`config.mk`:
```
export PLATFORM = sky130hd
export DESIGN_NAME = ghost_sprite_rom
export DESIGN_NICKNAME = d
export VERILOG_FILES = /design/src/rtl/ghost_sprite_pkg.sv /design/src/rtl/ghost_anim_timer.sv /design/src/rtl/ghost_sprite_rom.sv
export SDC_FILE = /design/constraint.sdc
export NUM_CORES = 1
export LEC_CHECK = 0
export CAP_MARGIN = 15
export CORE_UTILIZATION = 50
export DETAILED_ROUTE_END_ITERATION = 7
export GPL_ROUTABILITY_DRIVEN = 0
export PLACE_DENSITY_LB_ADDON = 0.08
export SLEW_MARGIN = 20
export SYNTH_ARGS = -nofsm -noshare
export SYNTH_HDL_FRONTEND = slang
export SYNTH_SLANG_ARGS = --single-unit
```
`constraint.sdc`:
```
create_clock -name Clk -period 3.4 [get_ports Clk]
set_clock_uncertainty 0.1 [all_clocks]
set_input_delay 0.34 -clock Clk [delete_from_list [all_inputs] [get_ports Clk]]
set_output_delay 0.34 -clock Clk [all_outputs]
set_load 0.005 [all_outputs]
```
`src/rtl/ghost_sprite_pkg.sv`:
```
// Shared types and sprite bitmaps for the animated ghost sprite store.
// Latency: n/a (constants and types only).
// Backpressure: n/a.
// Row words are GS_DIM bits wide with column 0 in the MSB; arrays index [frame/dir][row].
package ghost_sprite_pkg;

   typedef enum logic [1:0] {
      MODE_NORMAL       = 2'd0,
      MODE_FRIGHT       = 2'd1,
      MODE_FRIGHT_BLINK = 2'd2,
      MODE_EYES         = 2'd3
   } ghost_mode_t;

   typedef enum logic [1:0] {
      DIR_RIGHT = 2'd0,
      DIR_LEFT  = 2'd1,
      DIR_UP    = 2'd2,
      DIR_DOWN  = 2'd3
   } ghost_dir_t;

   localparam int GS_DIM    = 32;
   localparam int GS_FRAMES = 2;

   typedef logic [0:GS_DIM-1][GS_DIM-1:0] sprite_t;

   // Body outline; frames differ only in the skirt rows 24..26.
   function automatic sprite_t body_frame(input int frame);
      sprite_t s;
      s = '0;
      s[4] = 32'h000FF000;
      s[5] = 32'h001FFC00;
      s[6] = 32'h007FFE00;
      s[7] = 32'h00FFFF00;
      for (int y = 8; y < 25; y++) s[y] = 32'h01FFFF80;
      if (frame == 0) begin
         s[25] = 32'h01CE7380;
         s[26] = 32'h01842100;
      end else begin
         s[25] = 32'h00E73980;
         s[26] = 32'h00421080;
      end
      return s;
   endfunction

   // Two centred eye whites, cols 8-13 and 18-23, rows 8-13.
   function automatic sprite_t eye_base();
      sprite_t s;
      s = '0;
      s[8] = 32'h00781E00;
      for (int y = 9; y < 13; y++) s[y] = 32'h00FC3F00;
      s[13] = 32'h00781E00;
      return s;
   endfunction

   // Centred 2x2 pupils at rows 10-11, cols 10-11 and 20-21.
   function automatic sprite_t pupil_base();
      sprite_t s;
      s = '0;
      s[10] = 32'h00300C00;
      s[11] = 32'h00300C00;
      return s;
   endfunction

   // Frightened face: small square eyes and a wavy mouth.
   function automatic sprite_t fright_face();
      sprite_t s;
      s = '0;
      s[10] = 32'h00300C00;
      s[11] = 32'h00300C00;
      s[17] = 32'h00555500;
      s[18] = 32'h00AAAA00;
      return s;
   endfunction

   // Displace a bitmap n pixels towards the look direction. Left is towards the MSB.
   function automatic sprite_t look(input sprite_t s, input ghost_dir_t d, input int n);
      sprite_t r;
      r = '0;
      for (int y = 0; y < GS_DIM; y++) begin
         case (d)
            DIR_RIGHT: r[y] = s[y] >> n;
            DIR_LEFT:  r[y] = s[y] << n;
            DIR_UP:    if (y + n < GS_DIM) r[y] = s[y + n];
            default:   if (y >= n) r[y] = s[y - n];
         endcase
      end
      return r;
   endfunction

   localparam logic [0:GS_FRAMES-1][0:GS_DIM-1][GS_DIM-1:0] GHOST_BODY =
      {body_frame(0), body_frame(1)};

   localparam logic [0:3][0:GS_DIM-1][GS_DIM-1:0] GHOST_EYE =
      {look(eye_base(), DIR_RIGHT, 1), look(eye_base(), DIR_LEFT, 1),
       look(eye_base(), DIR_UP, 1),    look(eye_base(), DIR_DOWN, 1)};

   localparam logic [0:3][0:GS_DIM-1][GS_DIM-1:0] GHOST_PUPIL =
      {look(pupil_base(), DIR_RIGHT, 2), look(pupil_base(), DIR_LEFT, 2),
       look(pupil_base(), DIR_UP, 2),    look(pupil_base(), DIR_DOWN, 2)};

   localparam logic [0:GS_DIM-1][GS_DIM-1:0] GHOST_FACE = fright_face();

endpackage

```
`src/rtl/ghost_anim_timer.sv`:
```
// Skirt-animation frame counter and frightened-blink phase, both paced by frame_tick.
// Latency: counters update on the edge that samples frame_tick.
// Backpressure: none; every tick is counted.
// Ports: clk_i/reset_i (sync, active-high), frame_tick_i, blink_en_i (mode is FRIGHT_BLINK),
//        anim_frame_o (current body frame), blink_phase_o (flash colour select).
module ghost_anim_timer #(
   parameter int NUM_FRAMES = 2,
   parameter int FRAME_DIV  = 8,
   parameter int BLINK_DIV  = 16,
   parameter int FRAME_W    = (NUM_FRAMES > 1) ? $clog2(NUM_FRAMES) : 1
) (
   input  logic               clk_i,
   input  logic               reset_i,
   input  logic               frame_tick_i,
   input  logic               blink_en_i,
   output logic [FRAME_W-1:0] anim_frame_o,
   output logic               blink_phase_o
);
   localparam int TICK_W  = (FRAME_DIV > 1) ? $clog2(FRAME_DIV) : 1;
   localparam int BLINK_W = (BLINK_DIV > 1) ? $clog2(BLINK_DIV) : 1;

   logic [TICK_W-1:0]  tick_cnt_q,    tick_cnt_d;
   logic [FRAME_W-1:0] anim_frame_q,  anim_frame_d;
   logic [BLINK_W-1:0] blink_cnt_q,   blink_cnt_d;
   logic               blink_phase_q, blink_phase_d;

   always_comb begin
      tick_cnt_d    = tick_cnt_q;
      anim_frame_d  = anim_frame_q;
      blink_cnt_d   = blink_cnt_q;
      blink_phase_d = blink_phase_q;

      if (frame_tick_i) begin
         if (tick_cnt_q == TICK_W'(FRAME_DIV - 1)) begin
            tick_cnt_d   = '0;
            anim_frame_d = (anim_frame_q == FRAME_W'(NUM_FRAMES - 1)) ? '0 : anim_frame_q + 1'b1;
         end else begin
            tick_cnt_d = tick_cnt_q + 1'b1;
         end
      end

      // Leaving FRIGHT_BLINK restarts the blink so the next blink episode starts unflashed.
      if (!blink_en_i) begin
         blink_cnt_d   = '0;
         blink_phase_d = 1'b0;
      end else if (frame_tick_i) begin
         if (blink_cnt_q == BLINK_W'(BLINK_DIV - 1)) begin
            blink_cnt_d   = '0;
            blink_phase_d = ~blink_phase_q;
         end else begin
            blink_cnt_d = blink_cnt_q + 1'b1;
         end
      end
   end

   always_ff @(posedge clk_i) begin
      if (reset_i) begin
         tick_cnt_q    <= '0;
         anim_frame_q  <= '0;
         blink_cnt_q   <= '0;
         blink_phase_q <= 1'b0;
      end else begin
         tick_cnt_q    <= tick_cnt_d;
         anim_frame_q  <= anim_frame_d;
         blink_cnt_q   <= blink_cnt_d;
         blink_phase_q <= blink_phase_d;
      end
   end

   assign anim_frame_o  = anim_frame_q;
   assign blink_phase_o = blink_phase_q;

endmodule

```
`src/rtl/ghost_sprite_rom.sv`:
```
// Animated ghost sprite store: classifies one sprite pixel per lookup (body/eye/pupil/flash).
// Latency: 2 cycles from rd_en to pix_valid, fully pipelined, one lookup per cycle.
// Backpressure: none; results are never stalled, bubbles drop pix_valid while pixel bits hold.
// Ports: Clk, Reset (sync, active-high), frame_tick, mode, dir, rd_en, row, col in;
//        pix_valid, pix_body, pix_eye, pix_pupil, pix_flash, anim_frame out.
module ghost_sprite_rom
   import ghost_sprite_pkg::*;
#(
   parameter int ADDR_WIDTH = 5,
   parameter int SPRITE_DIM = 32,
   parameter int NUM_FRAMES = 2,
   parameter int FRAME_DIV  = 8,
   parameter int BLINK_DIV  = 16,
   localparam int FRAME_W   = (NUM_FRAMES > 1) ? $clog2(NUM_FRAMES) : 1
) (
   input  logic                  Clk,
   input  logic                  Reset,
   input  logic                  frame_tick,
   input  logic [1:0]            mode,
   input  logic [1:0]            dir,
   input  logic                  rd_en,
   input  logic [ADDR_WIDTH-1:0] row,
   input  logic [ADDR_WIDTH-1:0] col,
   output logic                  pix_valid,
   output logic                  pix_body,
   output logic                  pix_eye,
   output logic                  pix_pupil,
   output logic                  pix_flash,
   output logic [FRAME_W-1:0]    anim_frame
);
   ghost_mode_t mode_in;
   ghost_dir_t  dir_in;
   logic        blink_phase;

   assign mode_in = ghost_mode_t'(mode);
   assign dir_in  = ghost_dir_t'(dir);

   ghost_anim_timer #(
      .NUM_FRAMES (NUM_FRAMES),
      .FRAME_DIV  (FRAME_DIV),
      .BLINK_DIV  (BLINK_DIV),
      .FRAME_W    (FRAME_W)
   ) u_timer (
      .clk_i         (Clk),
      .reset_i       (Reset),
      .frame_tick_i  (frame_tick),
      .blink_en_i    (mode_in == MODE_FRIGHT_BLINK),
      .anim_frame_o  (anim_frame),
      .blink_phase_o (blink_phase)
   );

   // Stage 1: row words selected from the stores plus the controls sampled with the request.
   logic                  s1_vld_q;
   logic [SPRITE_DIM-1:0] s1_body_q,  s1_body_d;
   logic [SPRITE_DIM-1:0] s1_eye_q,   s1_eye_d;
   logic [SPRITE_DIM-1:0] s1_pupil_q, s1_pupil_d;
   logic [ADDR_WIDTH-1:0] s1_col_q,   s1_col_d;
   ghost_mode_t           s1_mode_q,  s1_mode_d;
   logic                  s1_blink_q, s1_blink_d;

   always_comb begin
      // The stored art has two skirt frames; extra frames alternate between them.
      s1_body_d  = GHOST_BODY[anim_frame[0]][row];
      // Frightened ghosts draw the face through the eye channel instead of the eye whites.
      s1_eye_d   = (mode_in == MODE_FRIGHT || mode_in == MODE_FRIGHT_BLINK) ?
                   GHOST_FACE[row] : GHOST_EYE[dir_in][row];
      s1_pupil_d = GHOST_PUPIL[dir_in][row];
      s1_col_d   = col;
      s1_mode_d  = mode_in;
      s1_blink_d = blink_phase;
   end

   always_ff @(posedge Clk) begin
      if (Reset) begin
         s1_vld_q   <= 1'b0;
         s1_body_q  <= '0;
         s1_eye_q   <= '0;
         s1_pupil_q <= '0;
         s1_col_q   <= '0;
         s1_mode_q  <= MODE_NORMAL;
         s1_blink_q <= 1'b0;
      end else begin
         s1_vld_q <= rd_en;
         if (rd_en) begin
            s1_body_q  <= s1_body_d;
            s1_eye_q   <= s1_eye_d;
            s1_pupil_q <= s1_pupil_d;
            s1_col_q   <= s1_col_d;
            s1_mode_q  <= s1_mode_d;
            s1_blink_q <= s1_blink_d;
         end
      end
   end

   // Stage 2: column bit select and per-mode gating.
   logic [ADDR_WIDTH-1:0] bit_sel;
   logic                  pix_body_d, pix_eye_d, pix_pupil_d, pix_flash_d;

   always_comb begin
      bit_sel     = ~s1_col_q;   // column 0 is the word MSB
      pix_body_d  = (s1_mode_q != MODE_EYES) && s1_body_q[bit_sel];
      pix_eye_d   = s1_eye_q[bit_sel];
      pix_pupil_d = (s1_mode_q == MODE_NORMAL || s1_mode_q == MODE_EYES) && s1_pupil_q[bit_sel];
      pix_flash_d = (s1_mode_q == MODE_FRIGHT_BLINK) && s1_blink_q;
   end

   always_ff @(posedge Clk) begin
      if (Reset) begin
         pix_valid <= 1'b0;
         pix_body  <= 1'b0;
         pix_eye   <= 1'b0;
         pix_pupil <= 1'b0;
         pix_flash <= 1'b0;
      end else begin
         pix_valid <= s1_vld_q;
         if (s1_vld_q) begin
            pix_body  <= pix_body_d;
            pix_eye   <= pix_eye_d;
            pix_pupil <= pix_pupil_d;
            pix_flash <= pix_flash_d;
         end
      end
   end

endmodule
```
# Yosys cells after proc, flatten, opt, wreduce, memory -nomap -nowiden
# Memories as Yosys holds them, arrays and structs flattened.
# Index checks and enable logic that the tools add are counted.
dict set report classes {
  reduce_logical 9
  eq_ne 7
  n_addsub 3
  order_cmp 4
  bitwise 6
  n_mux 30
}
# op n
set op_table {}
lappend op_table {{1024-bit 2-to-1 mux} 6}
lappend op_table {{1024-bit binary-select mux with 2-bit select} 2}
lappend op_table {{32-bit binary-select mux with 5-bit select} 3}
lappend op_table {{32-bit 2-to-1 mux} 9}
lappend op_table {{217-bit 2-to-1 mux} 1}
lappend op_table {{1-bit binary-select mux with 5-bit select} 3}
lappend op_table {{2-bit == test, second input constant} 3}
lappend op_table {{6-bit greater-or-equal comparator, second input constant} 1}
lappend op_table {{5-bit by 6-bit < comparator with 1-bit output, second input constant} 1}
lappend op_table {{5-bit NOT with 6-bit output} 1}
lappend op_table {{5-bit NOT} 1}
lappend op_table {{4-bit by 1-bit adder with 4-bit output, second input constant} 1}
lappend op_table {{4-bit == test, second input constant} 1}
lappend op_table {{1-bit 2-to-1 mux} 4}
lappend op_table {{4-bit 2-to-1 mux} 1}
lappend op_table {{2-bit AND reduction} 2}
lappend op_table {{3-bit by 1-bit adder with 3-bit output, second input constant} 1}
lappend op_table {{3-bit == test, second input constant} 1}
lappend op_table {{3-bit greater-or-equal comparator, second input constant} 1}
lappend op_table {{1-bit logical AND} 3}
lappend op_table {{3-bit 2-to-1 mux} 1}
lappend op_table {{2-bit NOT with 3-bit output} 1}
lappend op_table {{2-bit by 1-bit == test with 1-bit output, second input constant} 1}
lappend op_table {{2-bit greater-or-equal comparator, second input constant} 1}
lappend op_table {{other kinds (7)} 9}
dict set report word_totals {
  mem_count 1
  romBits 1024
  register_bits 119
  elab_cells 76
  inputBits 18
}
# name depth width read_ports rd_clocked_by_memory_dff wr line_no
set mem_list {}
lappend mem_list {{(name not given)} 32 32 1 0 0 ghost_sprite_rom.sv:66} ;# GHOST_FACE[row] : GHOST_EYE[dir_in][row];

# Longest topological paths before layout
dict set report logic_depth {
  ltp_word 8
  ltp_mapped 8
  mapped_depth_nobuf 8
}

# Hierarchy
# Synthesis repeated with hierarchy kept, for this count alone.
dict set report hier_totals {
  cells_unflattened 327
  hier_area_um2 2871.5
}
# module n_inst seq_area_each_um2 area_each_um2 cells_per_inst
set by_module_without_submodules {}
lappend by_module_without_submodules {ghost_sprite_rom 1 840.8 2474.9 286}
lappend by_module_without_submodules {ghost_anim_timer 1 180.2 396.6 41}

# Worst setup path after synthesis
# No wires, ideal clock.
dict set report synth_timing {
  kind {in2reg}
  startpoint {input port mode[0]}
  endpoint {register s1_eye_q[20]}
  setup_slack_ns 1.603
  path_buffers 0
  arrival_ns 1.632
  required_ns 3.235
  path_stages 7
  cell_sequence {inv_1 ha_1 nor4b_1 nand4b_1 nand2_1 o22ai_1 nor2_1}
}
dict set report synth_between {
  elab_chain_cells 3
  elab_cells_between_ends 4
  cone_classes {2 x eq/ne; 1 x mux; 1 x reduce/logical}
}
# item line_no
set synth_rtl {}
lappend synth_rtl {{start, declared} ghost_sprite_rom.sv:19} ;# input logic [1:0] mode,
lappend synth_rtl {{2-bit by 1-bit == test with 1-bit output or 2-bit == test (tied branches)} ghost_sprite_rom.sv:65} ;# s1_eye_d = (mode_in == MODE_FRIGHT || mode_in == MODE_FRIGHT_BLINK) ?
lappend synth_rtl {{1-bit logical OR (*)} ghost_sprite_rom.sv:65}
lappend synth_rtl {{32-bit 2-to-1 mux (*)} ghost_sprite_rom.sv:65}
lappend synth_rtl {{end signal, assigned} ghost_sprite_rom.sv:86} ;# s1_eye_q <= s1_eye_d;
lappend synth_rtl {{end, declared} ghost_sprite_rom.sv:55} ;# logic [SPRITE_DIM-1:0] s1_eye_q, s1_eye_d;
# Mark *: on every way between the ends. The rest lies on a longest branch, timed or not.
# A chain may end at the register's enable or synchronous reset.

# Final worst setup path
dict set report layout_timing {
  startpoint {register s1_col_q[0]}
  endpoint {register pix_eye}
}
dict set report layout_between {
  elab_chain_cells 3
}
# item line_no
set layout_rtl {}
lappend layout_rtl {{start, declared} ghost_sprite_rom.sv:57} ;# logic [ADDR_WIDTH-1:0] s1_col_q, s1_col_d;
lappend layout_rtl {{start signal, assigned} ghost_sprite_rom.sv:88} ;# s1_col_q <= s1_col_d;
lappend layout_rtl {{5-bit NOT} ghost_sprite_rom.sv:100} ;# bit_sel = ~s1_col_q;
lappend layout_rtl {{1-bit binary-select mux with 5-bit select} ghost_sprite_rom.sv:102} ;# pix_eye_d = s1_eye_q[bit_sel];
lappend layout_rtl {{1-bit 2-to-1 mux (not written as such)} ghost_sprite_rom.sv:102}
lappend layout_rtl {{end signal, assigned} ghost_sprite_rom.sv:118} ;# pix_eye <= pix_eye_d;
lappend layout_rtl {{end, declared} ghost_sprite_rom.sv:26} ;# output logic pix_eye,
# Every way passes these cells. The select of a mux whose other input is x is not followed.

==> metrics.csv <==
stage,metric,value,unit
clocking,Clock transition at path regs,0.09,ns
global_route,largest net degree at the start of global routing,38,
global_route,GR Util met3,3.88,%
yosys,Main synth FF type,dfxtp_1,
worst_setup_path,CP max FO,18,
final_layout,"Area growth, synth to finish",11.9,%
detailed_routing,post-DR wirelength/cell,14.7,µm
detailed_routing,Detail Route Antenna Nets,0,
power,VDD IR max,0.289,mV
worst_setup_path,Critical Path Start Type,register,
global_route,GRT Overall Usage,21.5,%
worst_setup_path,Top delay family on crit path,multiplexers,
clocking,post_cts resized,0,
sta,# setup viols final,0,
worst_hold_path,worst hold path class,register to register,
placement,PortBufs,23,
yosys,"Seq/Total Area, Yosys",35.8,%
placement,Post-Place Cells,410,
final_layout,fill count,505,
detailed_routing,initial drt markers,127,
clocking,Sink Count,51,
clocking,CTS tree,yes,
sta,Slew HR,46.6,%
sta,RSZ-0062 raised after global routing,no,
worst_setup_path,"Buf+Inv Stages, Crit Path",0,
worst_setup_path,"Critical Path, Cell by Cell",mux2i_1 > mux4_2 > mux2_4 > o2111a_1 > nor3_2,
yosys,register bit total from synthesis,51,
global_route,number of global-route vias before repair,2205,
power,PwrDens,419,nW/µm²
detailed_routing,First-pass DRT Iterations,4,
floorplanning,Chip Width,77.5,µm
global_route,M1 GR Usage,28.4,%
clocking,clk root buf,clkbuf_8,
yosys,Mean Syn Cell Area,8.49,µm²
sta,setup_tns,0,ns
clocking,H-tree Lvls,2,
final_layout,number of diodes,0,
final_layout,"Core Util, Final",57.9,%
global_route,met2 GRT Util,35.0,%
yosys,async set-reset flop share out of synthesis,0,%
global_route,global-route wire length before repair,10.3,mm
floorplanning,Die Y,77.5,µm
detailed_routing,Routed WL,6.13,mm
sta,Slew @ Worst Pin,0.800,ns
clocking,worst skew pair latency,0.30,ns
sta,worst setup margin,1.07,ns
yosys,yosys warns,0,
clocking,CTS max path bufs,2,
final_layout,share of cells above drive strength 1,7.80,%
detailed_routing,Vias,2419,
placement,Area after DPL,3050,µm²
power,P_leak,1.19,nW
floorplanning,CORE AREA,5510,µm²
clocking,Num CTS Buffers,5,
yosys,Cells after Synth,336,
yosys,Post-synth EDFFs,0,
yosys,Netlist Area Pre-Place,2850,µm²
final_layout,Final nets,375,
yosys,Synthesized Nets,366,
sta,Final min period,2.33,ns
worst_setup_path,"slowest stage cell, crit path",dfxtp_1,
sta,Final period util,68.6,%
final_layout,non-filler instance count after layout,418,
worst_setup_path,element type at the critical path end,register,
sta,fmax,429,MHz
job,Max Cap Viol,0,
clocking,Setup Buffers After CTS,0,
floorplanning,initial core utilization,51.8,%
floorplanning,Rows,27,
global_route,initial antenna violation count,0,
final_layout,Finished Cell Area,3190,µm²
worst_setup_path,CP required,3.54,ns
worst_setup_path,Max stage delay on crit path,0.85,ns
sta,final hold violation count,0,
floorplanning,IO Pins,24,
detailed_routing,Vias/cell,5.79,
floorplanning,Die ar.,6010,µm²
global_route,total gr overflow,0,
worst_setup_path,Crit Path Category,register to register,
placement,pre-CTS setup slack,0.827,ns
run_status,status,"finished, final reports clean",
global_route,GR peak layer,met2,
placement,placed wire-length estimate after detailed placement,4.40,mm
yosys,Netlist cell types,50,
clocking,hold buffers post-CTS,0,
sta,Final Max Slew Viols,0,
worst_setup_path,CP arrival,2.47,ns
detailed_routing,drt drc,0,
## cells in the mapped netlist, types with 2 or more instances
master / number / area share, %
a211oi_1: 7 / 1.8
a21oi_1: 22 / 3.9
a22oi_1: 2 / 0.53
a311oi_1: 4 / 1.2
a31oi_1: 8 / 1.8
a41oi_1: 2 / 0.61
buf_1: 2 / 0.26
clkbuf_1: 18 / 2.4
clkbuf_8: 5 / 2.4
dfxtp_1: 51 / 36
ha_1: 12 / 5.3
inv_1: 8 / 1.1
mux2_2: 5 / 2.0
mux2i_1: 24 / 8.4
mux4_2: 2 / 1.6
nand2_1: 28 / 3.7
nand2b_1: 6 / 1.3
nand3_1: 7 / 1.2
nand4_1: 5 / 1.1
nand4b_1: 2 / 0.61
nor2_1: 53 / 7.0
nor2b_1: 4 / 0.88
nor3_1: 10 / 1.8
nor3b_1: 3 / 0.79
o211ai_1: 2 / 0.53
o21a_1: 3 / 0.79
o21ai_0: 9 / 1.6
o22ai_1: 8 / 1.8
xor2_1: 3 / 0.92
## cells by family after synthesis
| logic type | after synthesis | share of synthesized area, % |
|---|---|---|
| simple gates | 126 | 20.8 |
| flops | 51 | 35.8 |
| buf+inv | 36 | 6.89 |
| mux | 33 | 13.4 |
| compound gates | 74 | 16.6 |
| xor+xnor | 4 | 1.23 |
| fa+ha+maj | 12 | 5.27 |
## layout make-up
class                           instances  area [µm²]  area share, %
Multi-Input combinational cell        249        1630           51.2
Sequential cell                        51        1020           32.0
Timing Repair Buffer                   29         275           8.63
Tap cell                               72        90.1           2.82
Clock buffer                            5        68.8           2.16
Clock inverter                          3        67.6           2.12
Inverter                                9        33.8           1.06
## power by group
| group | internal, mW | switching, mW | total [mW] |
|---|---|---|---|
| sequential | 0.623 | 0.0290 | 0.652 |
| clock | 0.293 | 0.202 | 0.496 |
| combinational | 0.0905 | 0.0989 | 0.189 |
| total | 1.01 | 0.330 | 1.34 |
## cells in the final DEF, fill, tap and decap left out, types with 9 or more instances in the layout
cell type	n
a21oi_1	22
clkdlybuf4s50_1	23
dfxtp_1	51
ha_1	12
mux2i_1	24
nand2_1	28
nor2_1	53
nor3_1	10
o21ai_0	9
## routing by layer
| layer | wire length [µm] | share of wire, % |
|---|---|---|
| met1 | 2840 | 46 |
| met2 | 2890 | 47 |
| met3 | 295 | 4.8 |
| met4 | 95 | 1.6 |
| met5 | 0 | 0 |
## sequential cells by signal (all words and copies together) (netlist names)
signal and count:
pix_body 1, pix_eye 1, pix_flash 1, pix_pupil 1
pix_valid 1, s1_blink_q 1, s1_body_q 13, s1_col_q 5
s1_eye_q 12, s1_mode_q 2, s1_pupil_q 3, s1_vld_q 1
u_timer.anim_frame_o 1, u_timer.blink_cnt_q 4, u_timer.blink_phase_o 1, u_timer.tick_cnt_q 3
## per-stage QoR
step           power [mW]  hold slack, ns
2_1_floorplan       0.801           0.340
3_3_place_gp        0.853           0.357
3_5_place_dp        0.855           0.360
4_1_cts              1.35           0.375
5_1_grt              1.40           0.406
6_report             1.34           0.371
## path summary, 6_finish.rpt
path | start | to | slack (ns) | depth (start not counted)
setup / recovery | s1_col_q[0]$_SDFFE_PP0P_ | pix_eye$_SDFFE_PP0P_ | 1.07 | 5
hold / removal | pix_pupil$_SDFFE_PP0P_ | pix_pupil$_SDFFE_PP0P_ | 0.37 | 2
setup reg to reg | s1_col_q[0]$_SDFFE_PP0P_ | pix_eye$_SDFFE_PP0P_ | 1.07 | 5
hold reg to reg | pix_pupil$_SDFFE_PP0P_ | pix_pupil$_SDFFE_PP0P_ | 0.37 | 2
## worst min-delay path, stage by stage, from the launching register on
cell      delay (ns)
dfxtp_1         0.32
nand2b_1        0.06
a21oi_1         0.05
Note: power is estimated with default switching activity, not from simulation.
